**src/rtl/bank_xbar_rob_pkg.sv**
```systemverilog
// Shared constants and types for the bank xbar reorder buffer.
package bank_pkg;
    localparam int CH_NUM      = 3;
    localparam int ROB_DEPTH   = 8;
    localparam int ROB_NUM_W   = $clog2(ROB_DEPTH);
    localparam int XBAR_DATA_W = 128;
    localparam int CH_ID_W     = 2;

    typedef logic [CH_ID_W-1:0]     ch_id_t;
    typedef logic [ROB_NUM_W-1:0]   rob_num_t;
    typedef logic [XBAR_DATA_W-1:0] xbar_data_t;

    // Channel ids at or above CH_NUM are encodable but have no ROB behind them.
    function automatic logic ch_legal(ch_id_t ch);
        return (int'(ch) < CH_NUM);
    endfunction
endpackage

```
**src/rtl/bank_xbar_rob_if.sv**
```systemverilog
// SRAM-controller response port plus per-channel in-order return path.
interface bank_xbar_rob_if;
    import bank_pkg::*;

    logic                            sc_xbar_valid_i;
    logic                            sc_xbar_ready_o;
    ch_id_t                          sc_xbar_channel_id_i;
    rob_num_t                        sc_xbar_rob_num_i;
    xbar_data_t                      sc_xbar_data_i;
    logic [CH_NUM-1:0]               rob_xbar_rvalid_o;
    logic [CH_NUM-1:0]               rob_xbar_rready_i;
    logic [CH_NUM*XBAR_DATA_W-1:0]   rob_xbar_rdata_o;
    logic [CH_NUM-1:0]               xbar_isu_credit_o;
    logic                            rob_err_o;

    // Producer side: SRAM controller responses in, consumers pull and see credits.
    modport master (
        output sc_xbar_valid_i, sc_xbar_channel_id_i, sc_xbar_rob_num_i, sc_xbar_data_i,
        output rob_xbar_rready_i,
        input  sc_xbar_ready_o, rob_xbar_rvalid_o, rob_xbar_rdata_o,
        input  xbar_isu_credit_o, rob_err_o
    );

    // The reorder buffer itself.
    modport slave (
        input  sc_xbar_valid_i, sc_xbar_channel_id_i, sc_xbar_rob_num_i, sc_xbar_data_i,
        input  rob_xbar_rready_i,
        output sc_xbar_ready_o, rob_xbar_rvalid_o, rob_xbar_rdata_o,
        output xbar_isu_credit_o, rob_err_o
    );
endinterface

```
**src/rtl/bank_xbar_rob_ch.sv**
```systemverilog
// One channel's reorder slots, release head pointer and credit-return flop.
module bank_xbar_rob_ch
    import bank_pkg::*;
(
    input  logic       clk_i,
    input  logic       rst_i,
    input  rob_num_t   i_rob_num,
    input  logic       i_wr_en,
    input  xbar_data_t i_wr_data,
    output logic       o_slot_busy,
    input  logic       i_rready,
    output logic       o_rvalid,
    output xbar_data_t o_rdata,
    output logic       o_credit
);
    logic [ROB_DEPTH-1:0] r_valid;
    xbar_data_t           r_data [ROB_DEPTH];
    rob_num_t             r_head;
    logic                 r_credit;
    logic                 w_pop;

    assign o_slot_busy = r_valid[i_rob_num];
    assign o_rvalid    = r_valid[r_head];
    assign o_rdata     = r_data[r_head];
    assign o_credit    = r_credit;
    assign w_pop       = o_rvalid & i_rready;

    // Slot occupancy, head advance and credit pulse. A write never targets
    // the popping slot because that slot is still valid and blocks the write.
    always_ff @(posedge clk_i) begin
        if (rst_i) begin
            r_valid  <= '0;
            r_head   <= '0;
            r_credit <= 1'b0;
        end else begin
            r_credit <= w_pop;
            if (w_pop) begin
                r_valid[r_head] <= 1'b0;
                r_head          <= r_head + 1'b1;
            end
            if (i_wr_en)
                r_valid[i_rob_num] <= 1'b1;
        end
    end

    // Payload storage; contents are only meaningful where the valid bit is set.
    always_ff @(posedge clk_i) begin
        if (i_wr_en)
            r_data[i_rob_num] <= i_wr_data;
    end
endmodule

```
**src/rtl/bank_xbar_rob.sv**
```systemverilog
// Reorder buffer: out-of-order tagged responses in, per-channel in-order out.
module bank_xbar_rob
    import bank_pkg::*;
(
    input  logic                  clk_i,
    input  logic                  rst_i,
    bank_xbar_rob_if.slave        xbar
);
    logic                                w_legal;
    logic                                w_tgt_busy;
    logic                                w_accept;
    logic [CH_NUM-1:0]                   w_busy;
    logic [CH_NUM-1:0]                   w_wr_en;
    logic [CH_NUM-1:0]                   w_rvalid;
    logic [CH_NUM-1:0]                   w_credit;
    logic [CH_NUM-1:0][XBAR_DATA_W-1:0]  w_rdata;
    logic                                r_err;

    assign w_legal = ch_legal(xbar.sc_xbar_channel_id_i);

    // Occupancy of the addressed slot; illegal ids never look busy so they drain.
    always_comb begin
        w_tgt_busy = 1'b0;
        for (int c = 0; c < CH_NUM; c++)
            if (w_legal && xbar.sc_xbar_channel_id_i == ch_id_t'(c))
                w_tgt_busy = w_busy[c];
    end

    assign xbar.sc_xbar_ready_o = ~w_tgt_busy;
    assign w_accept             = xbar.sc_xbar_valid_i & ~w_tgt_busy;

    generate
        for (genvar c = 0; c < CH_NUM; c++) begin : g_ch
            assign w_wr_en[c] = w_accept & w_legal &
                                (xbar.sc_xbar_channel_id_i == ch_id_t'(c));

            bank_xbar_rob_ch u_ch (
                .clk_i       (clk_i),
                .rst_i       (rst_i),
                .i_rob_num   (xbar.sc_xbar_rob_num_i),
                .i_wr_en     (w_wr_en[c]),
                .i_wr_data   (xbar.sc_xbar_data_i),
                .o_slot_busy (w_busy[c]),
                .i_rready    (xbar.rob_xbar_rready_i[c]),
                .o_rvalid    (w_rvalid[c]),
                .o_rdata     (w_rdata[c]),
                .o_credit    (w_credit[c])
            );
        end
    endgenerate

    // Sticky error: illegal channel id, or a response aimed at an occupied slot.
    always_ff @(posedge clk_i) begin
        if (rst_i)
            r_err <= 1'b0;
        else if (xbar.sc_xbar_valid_i && (!w_legal || w_tgt_busy))
            r_err <= 1'b1;
    end

    assign xbar.rob_xbar_rvalid_o = w_rvalid;
    assign xbar.rob_xbar_rdata_o  = w_rdata;
    assign xbar.xbar_isu_credit_o = w_credit;
    assign xbar.rob_err_o         = r_err;
endmodule

```
**src/flat_wrapper.sv**
```systemverilog
// flat-port wrapper written by rule: the top's interface ports become plain ports
module bank_xbar_rob_flat import bank_pkg::*;
  (clk_i, rst_i, xbar_sc_xbar_valid_i, xbar_sc_xbar_channel_id_i, xbar_sc_xbar_rob_num_i, xbar_sc_xbar_data_i, xbar_rob_xbar_rready_i, xbar_sc_xbar_ready_o, xbar_rob_xbar_rvalid_o, xbar_rob_xbar_rdata_o, xbar_xbar_isu_credit_o, xbar_rob_err_o);
  bank_xbar_rob_if xbar_i ();
  input  logic clk_i;
  input  logic rst_i;
  input wire logic [$bits(xbar_i.sc_xbar_valid_i)-1:0] xbar_sc_xbar_valid_i;
  input wire logic [$bits(xbar_i.sc_xbar_channel_id_i)-1:0] xbar_sc_xbar_channel_id_i;
  input wire logic [$bits(xbar_i.sc_xbar_rob_num_i)-1:0] xbar_sc_xbar_rob_num_i;
  input wire logic [$bits(xbar_i.sc_xbar_data_i)-1:0] xbar_sc_xbar_data_i;
  input wire logic [$bits(xbar_i.rob_xbar_rready_i)-1:0] xbar_rob_xbar_rready_i;
  output wire logic [$bits(xbar_i.sc_xbar_ready_o)-1:0] xbar_sc_xbar_ready_o;
  output wire logic [$bits(xbar_i.rob_xbar_rvalid_o)-1:0] xbar_rob_xbar_rvalid_o;
  output wire logic [$bits(xbar_i.rob_xbar_rdata_o)-1:0] xbar_rob_xbar_rdata_o;
  output wire logic [$bits(xbar_i.xbar_isu_credit_o)-1:0] xbar_xbar_isu_credit_o;
  output wire logic [$bits(xbar_i.rob_err_o)-1:0] xbar_rob_err_o;
  assign xbar_i.sc_xbar_valid_i = xbar_sc_xbar_valid_i;
  assign xbar_i.sc_xbar_channel_id_i = xbar_sc_xbar_channel_id_i;
  assign xbar_i.sc_xbar_rob_num_i = xbar_sc_xbar_rob_num_i;
  assign xbar_i.sc_xbar_data_i = xbar_sc_xbar_data_i;
  assign xbar_i.rob_xbar_rready_i = xbar_rob_xbar_rready_i;
  assign xbar_sc_xbar_ready_o = xbar_i.sc_xbar_ready_o;
  assign xbar_rob_xbar_rvalid_o = xbar_i.rob_xbar_rvalid_o;
  assign xbar_rob_xbar_rdata_o = xbar_i.rob_xbar_rdata_o;
  assign xbar_xbar_isu_credit_o = xbar_i.xbar_isu_credit_o;
  assign xbar_rob_err_o = xbar_i.rob_err_o;
  bank_xbar_rob u_core (.clk_i(clk_i), .rst_i(rst_i), .xbar(xbar_i));
endmodule
```
**config.mk**
```make
export PLATFORM = sky130hd
export DESIGN_NAME = bank_xbar_rob_flat
export DESIGN_NICKNAME = d
export VERILOG_FILES = /design/src/rtl/bank_xbar_rob_pkg.sv /design/src/rtl/bank_xbar_rob_if.sv /design/src/rtl/bank_xbar_rob_ch.sv /design/src/rtl/bank_xbar_rob.sv /design/src/flat_wrapper.sv
export SDC_FILE = /design/constraint.sdc
export NUM_CORES = 2
export LEC_CHECK = 0
export ABC_AREA = 1
export BUFFER_PORTS_ARGS = -buffer_cell sky130_fd_sc_hd__buf_2
export CORE_ASPECT_RATIO = 0.6
export CORE_MARGIN = 3
export CORE_UTILIZATION = 40
export CTS_BUF_LIST = sky130_fd_sc_hd__clkbuf_4
export CTS_CLUSTER_SIZE = 30
export DETAILED_ROUTE_END_ITERATION = 8
export SLEW_MARGIN = 5
export SYNTH_ARGS = -nofsm -noshare
export SYNTH_HDL_FRONTEND = slang
export SYNTH_HIERARCHICAL = 1
export SYNTH_SLANG_ARGS = --single-unit
```
**constraint.sdc**
```tcl
create_clock -name clk_i -period 7.75 [get_ports clk_i]
set_clock_uncertainty 0.05 [all_clocks]
set_input_delay 1.1625 -clock clk_i [delete_from_list [all_inputs] [get_ports clk_i]]
set_output_delay 1.1625 -clock clk_i [all_outputs]
set_load 0.02 [all_outputs]
```
Word-level counts from Yosys, hierarchy flattened
Memories as Yosys holds them, arrays and structs flattened. A register that Yosys moved wholly into a read port is not among the register bits.
Index checks and enable logic that the tools add are counted.

cells by class
  bitwise gates (word level) = 18
  mux-type cells = 44
  reductions and logical operators = 11
  equality and inequality tests = 2
  $add $sub $neg = 3
  order comparisons = 9

operators with widths
  operator                                                                       count
  8-bit 2-to-1 mux                                                               9
  8-bit bitwise AND                                                              3
  8-bit inverter                                                                 3
  8-bit bitwise OR                                                               3
  1-bit 2-to-1 mux                                                               19
  1-bit binary-select mux with 3-bit select                                      6
  3-bit 2-to-1 mux                                                               6
  3-bit by 4-bit less-than comparator with 1-bit output (second input constant)  4
  1-bit demux with 3-bit select                                                  4
  3-bit by 1-bit >= comparator with 1-bit output (second input constant)         4
  3-bit by 1-bit adder with 3-bit output (second input constant)                 3
  1-bit bitwise AND                                                              8
  1-bit logical AND                                                              8
  2-bit by 1-bit equality test with 1-bit output (second input constant)         1
  2-bit equality test (second input constant)                                    1
  2-bit zero test                                                                1
  2-bit less-than comparator (second input constant)                             1
  1-bit zero test                                                                1
  1-bit logical OR                                                               1
  1-bit inverter                                                                 1

storage, ports and cells
  RAM bits = 3072
  word-level logic and storage cells = 100
  input port bits = 139
  memories = 3
  register bits = 37

memories
  memory                      depth  width  read ports  clocked after Yosys merged registers in  wr ports  RTL line                RTL
  u_core.g_ch[0].u_ch.r_data  8      128    1           1                                        1         bank_xbar_rob_ch.sv:17  xbar_data_t r_data [ROB_DEPTH];
  u_core.g_ch[1].u_ch.r_data  8      128    1           1                                        1         bank_xbar_rob_ch.sv:17
  u_core.g_ch[2].u_ch.r_data  8      128    1           1                                        1         bank_xbar_rob_ch.sv:17

Longest topological paths before layout
  depth after elaboration = 11
  mapped depth = 17
  depth with buffers taken out = 17

Modules after synthesis
The synthesis kept the hierarchy.

by module, submodules not included
  module                                      cells an instance  seq. area each (µm²)  times used  area an instance (µm²)
  bank_xbar_rob_ch (u_core.g_ch[1].u_ch ...)  3037               31049.8               2           40488.8
  bank_xbar_rob_ch (u_core.g_ch[0].u_ch)      3036               31049.8               1           40481.3
  bank_xbar_rob                               20                 20.0                  1           111.4

Worst setup path before layout
No wires, ideal clock.

  kind = input to register
  from = input port xbar_sc_xbar_rob_num_i[0]
  to = memory u_core/g_ch[0].u_ch/r_data[4][0] in the netlist's numbering, enable pin
  library setup time = 0.620 ns
  data arrival time = 7.532 ns
  setup slack = -0.452 ns
  required time = 7.080 ns
  stages = 11
  path buffers = 0
  cells stage by stage = inv_1 a21oi_1 o21ai_0 o2111ai_1 nand3_1 nand3_2 inv_2 nand3_2 nor2_1 nand2_1 nor2_1

on the way
  word-level cells in the longest chain between the ends = 11
  elaborated cells on any way between the ends = 15
  those cells by class = mux (11); bitwise (4)

ends and longest elaborated chain
  item                                       RTL line                RTL
  start, declared                            flat_wrapper.sv:9       input wire logic [$bits(xbar_i.sc_xbar_rob_num_i)-1:0] xbar_sc_xbar_rob_num_i;
  1-bit binary-select mux with 3-bit select  bank_xbar_rob_ch.sv:22  assign o_slot_busy = r_valid[i_rob_num];
  1-bit 2-to-1 mux (not written as such)     bank_xbar_rob_ch.sv:22
  named net u_core.w_busy[0]                 bank_xbar_rob.sv:12     logic [CH_NUM-1:0] w_busy;
  1-bit 2-to-1 mux (3 in series)             bank_xbar_rob.sv:25     if (w_legal && xbar.sc_xbar_channel_id_i == ch_id_t'(c))
  1-bit inverter                             --
  named net xbar_sc_xbar_ready_o             flat_wrapper.sv:12      output wire logic [$bits(xbar_i.sc_xbar_ready_o)-1:0] xbar_sc_xbar_ready_o;
  1-bit bitwise AND                          bank_xbar_rob.sv:30     assign w_accept = xbar.sc_xbar_valid_i & ~w_tgt_busy;
  1-bit bitwise AND (2 in series)            bank_xbar_rob.sv:34     assign w_wr_en[c] = w_accept & w_legal &
  named net u_core.w_wr_en[0]                bank_xbar_rob.sv:13     logic [CH_NUM-1:0] w_wr_en;
  1-bit 2-to-1 mux                           bank_xbar_rob_ch.sv:48  if (i_wr_en)
  1-bit 2-to-1 mux (not written as such)     bank_xbar_rob_ch.sv:49  r_data[i_rob_num] <= i_wr_data;
  end, declared                              bank_xbar_rob_ch.sv:17

The timed path passes the listed nets, and every way through them passes these cells. The select of a mux whose other input is x is not followed.

==> impl_metrics.toml <==
[global_route]
grt_overflow = 0
grt_pass1_vias = 76487
grt_max_degree = 225
grt_pass1_wl_mm = 514
antenna_found_initial = 47
grt_usage_pct = 22.1

[worst_setup_path]
worstPathArrival_ps = 5090
required_ps = 6540
endpoint = "xbar_rob_xbar_rdata_o[313]"
r2r_slack_ps = 4200
ff2ff_path_depth = 12
crit_path_max_fanout = 110
r2r-end = "u_core/g_ch[2].u_ch/r_data[0][60]$_DFFE_PP_"
r2r_start = "u_core/g_ch[2].u_ch/r_valid[0]$_SDFF_PP0_"
critPathLaunchType = "flip-flop"
worst_setup_path_end_kind = "output port"
crit_type = "flip-flop to output port"

[finish]
nFillCells = 27106
areaGrowthSynthToFinish_pct = 13.1
fin_nets = 10057
layout-drive-gt1-share_pct = 17.3
fin_util_pct = 45.5

[outcome]
status = "completed"

[route]
wirelength_mm = 355
dr.first_iter.drc_count = 9485
via_per_inst = 5.51
routedWlPerCell_um = 24.5
postRouteAntennaNets = 0
num_vias = 80010
drc_errors = 0
first_pass_iters = 7

[clocking]
clock_sinks = 3118
clkSlewWorstSetupHoldPaths_ps = 70
postCtsSetupRepairBufs = 0
tritoncts = "done"
post_cts_resized = 0
cts_made_buffers = 726
clock_latency_ps = 1360
htree_levels = 6
cts_max_path_buffers = 4
cts-root-buf = "clkbuf_4"

[power_and_ir_drop]
powerDensity_mw_per_mm2 = 238
p_leak_nw = 47.0
ir_drop_mv = 0.147

[placed_design]
place.gp.congestion = 0.829
place_ws_ps = 2960
portBuffers = 530
hpwl_mm = 197

[timing]
hold_violations = 0
rsz0062_at_grt = "false"
fin_ws_ps = 1450
slew_viol_final = 0
finalSetupViolations = 0
relSlewSlack_pct = 2.20
holdWs_ps = 201
clock.fmax_ghz = 0.159
setup_tns_ps = 0
worstMarginPinSlew_ps = 1470
min_period_ps = 6300
period_share_pct = 81.3

[logic_synthesis]
syn_nets = 9272
yosysUniqueCellTypes = 23
netlist_area_mm2 = 0.122
synth_commonest_cells = "edfxtp_1, nor2_1, nand2_1"
ys_ff_latch = 3118
yosysSeqAreaShare_pct = 76.6
synth_cells = 9130
yosysWarnings = 6
yosys.area.top_type = "edfxtp_1"
syn_avg_cell_area_um2 = 13.3
synth-edff-count = 3072
synthTopCellsByArea = "edfxtp_1, nor2_1, o32ai_1"
synth_flop_cell = "edfxtp_1"
synthArstFlopShare_pct = 0
yosysTopAreaCellShare_pct = 75.9
synthMostInstantiatedCell = "edfxtp_1"

[floorplan]
die_h_um = 433
num_io_pins = 531
rows = 156
die_w_um = 718
die_area_mm2 = 0.311
start_util_pct = 40.3
core_mm2 = 0.302

[run]
drv_cap = 0

[hold_path]
hp-class = "input port to flip-flop"
per-layer routing:
metal,global-route usage (%),part of all wire [%],up-vias
li1,-,-,35444
met1,32.4,45,40076
met2,32.3,43,3954
met3,5.47,9.8,520
met4,6.72,2.5,16
met5,0,0.033,-
timing repair:
item                                   4_1_cts  5_1_grt
endpoints found under the hold margin      148        0
setup endpoints to repair                    0        0
hold buffers                                23        0
how the worst min path moves through the flow:
stage | start | to | slack [ps] | depth (start not counted)
3_3_place_gp | u_core/g_ch[2].u_ch/r_valid[7]$_SDFF_PP0_ | u_core/g_ch[2].u_ch/r_valid[7]$_SDFF_PP0_ | 400 | 2
2_1_floorplan | u_core/g_ch[1].u_ch/r_valid[3]$_SDFF_PP0_ | u_core/g_ch[1].u_ch/r_valid[3]$_SDFF_PP0_ | 390 | 2
3_5_place_dp | u_core/xbar.rob_err_o$_SDFFE_PP0P_ | u_core/xbar.rob_err_o$_SDFFE_PP0P_ | 400 | 2
5_1_grt | xbar_sc_xbar_data_i[18] | u_core/g_ch[0].u_ch/r_data[1][18]$_DFFE_PP_ | 80 | 1
4_1_cts | xbar_sc_xbar_data_i[18] | u_core/g_ch[0].u_ch/r_data[1][18]$_DFFE_PP_ | 1 | 1
6_report | xbar_sc_xbar_data_i[38] | u_core/g_ch[0].u_ch/r_data[5][38]$_DFFE_PP_ | 200 | 1
flip-flops by register name, summed over array words and instances, names as in the netlist, named ones only:
signal	flops
u_core/g_ch.u_ch/o_credit	3
u_core/xbar.rob_err_o	1
u_core/g_ch.u_ch/r_head	9
u_core/g_ch.u_ch/r_valid	24
u_core/g_ch.u_ch/r_data	3072
power breakdown:
group | leakage, nW | switching (mW) | internal, mW | total (mW)
combinational | 13.6 | 0.760 | 0.190 | 0.950
clock | 5.40 | 6.53 | 6.62 | 13.1
sequential | 28.0 | 0.0295 | 18.6 | 18.6
total | 47.0 | 7.32 | 25.4 | 32.7
cells by family (layout without fill, tap and decap cells):
kind of cell / count (synthesis) / after routing / synth area share [%]
AO/OA/AOI/OAI: 1600 / 1600 / 8.97
flip-flops: 3118 / 3118 / 76.6
adder cells (fa/ha/maj): 3 / 3 / 0.0309
XOR/XNOR: 3 / 3 / 0.0216
other: 0 / 39 / 0
buffers and inverters: 728 / 2038 / 2.91
AND/OR/NAND/NOR: 3678 / 3678 / 11.4
placed cells by master, fill, tap and decap left out, drive strengths merged:
cell type	instances
nor3	3
buf	640
edfxtp	3072
diode	39
clkinvlp	12
ha	3
o2111ai	1
dfxtp	46
bufinv	11
nand4	3
o21ai	792
o32ai	768
clkbuf	1056
nor2	2368
dlygate4sd3	23
clkinv	159
xor2	3
nand3	52
a21oi	39
nand2	1252
inv	137
metrics by stage:
step                      cells  area, um^2  total power [mW]
after detailed placement  13193      128000              19.9
after floorplan            9130      122000              19.4
after global routing      14475      137000              34.1
final                     14508      137000              32.7
after CTS                 14469      137000              33.1
after global placement    13193      128000              19.9
area by class of cell:
class | count | area, um^2 | share of cell area (%)
clock inverters | 197 | 1190 | 0.866
clock buffers | 1056 | 7930 | 5.77
repair buffers | 663 | 4450 | 3.24
inverters | 122 | 495 | 0.360
well taps | 4029 | 5040 | 3.67
diodes | 39 | 97.6 | 0.0710
flip-flops and latches | 3118 | 93200 | 67.8
multi-input cells | 5284 | 25000 | 18.2
critical path, stage by stage, from the launching register on:
cell and delay [ps]:
dfxtp_4 880, buf_4 720, buf_4 920, nor2_1 150, o32ai_1 360, nand2_1 110, nand2_1 190, buf_2 200
(Power assumes the default switching activity.)
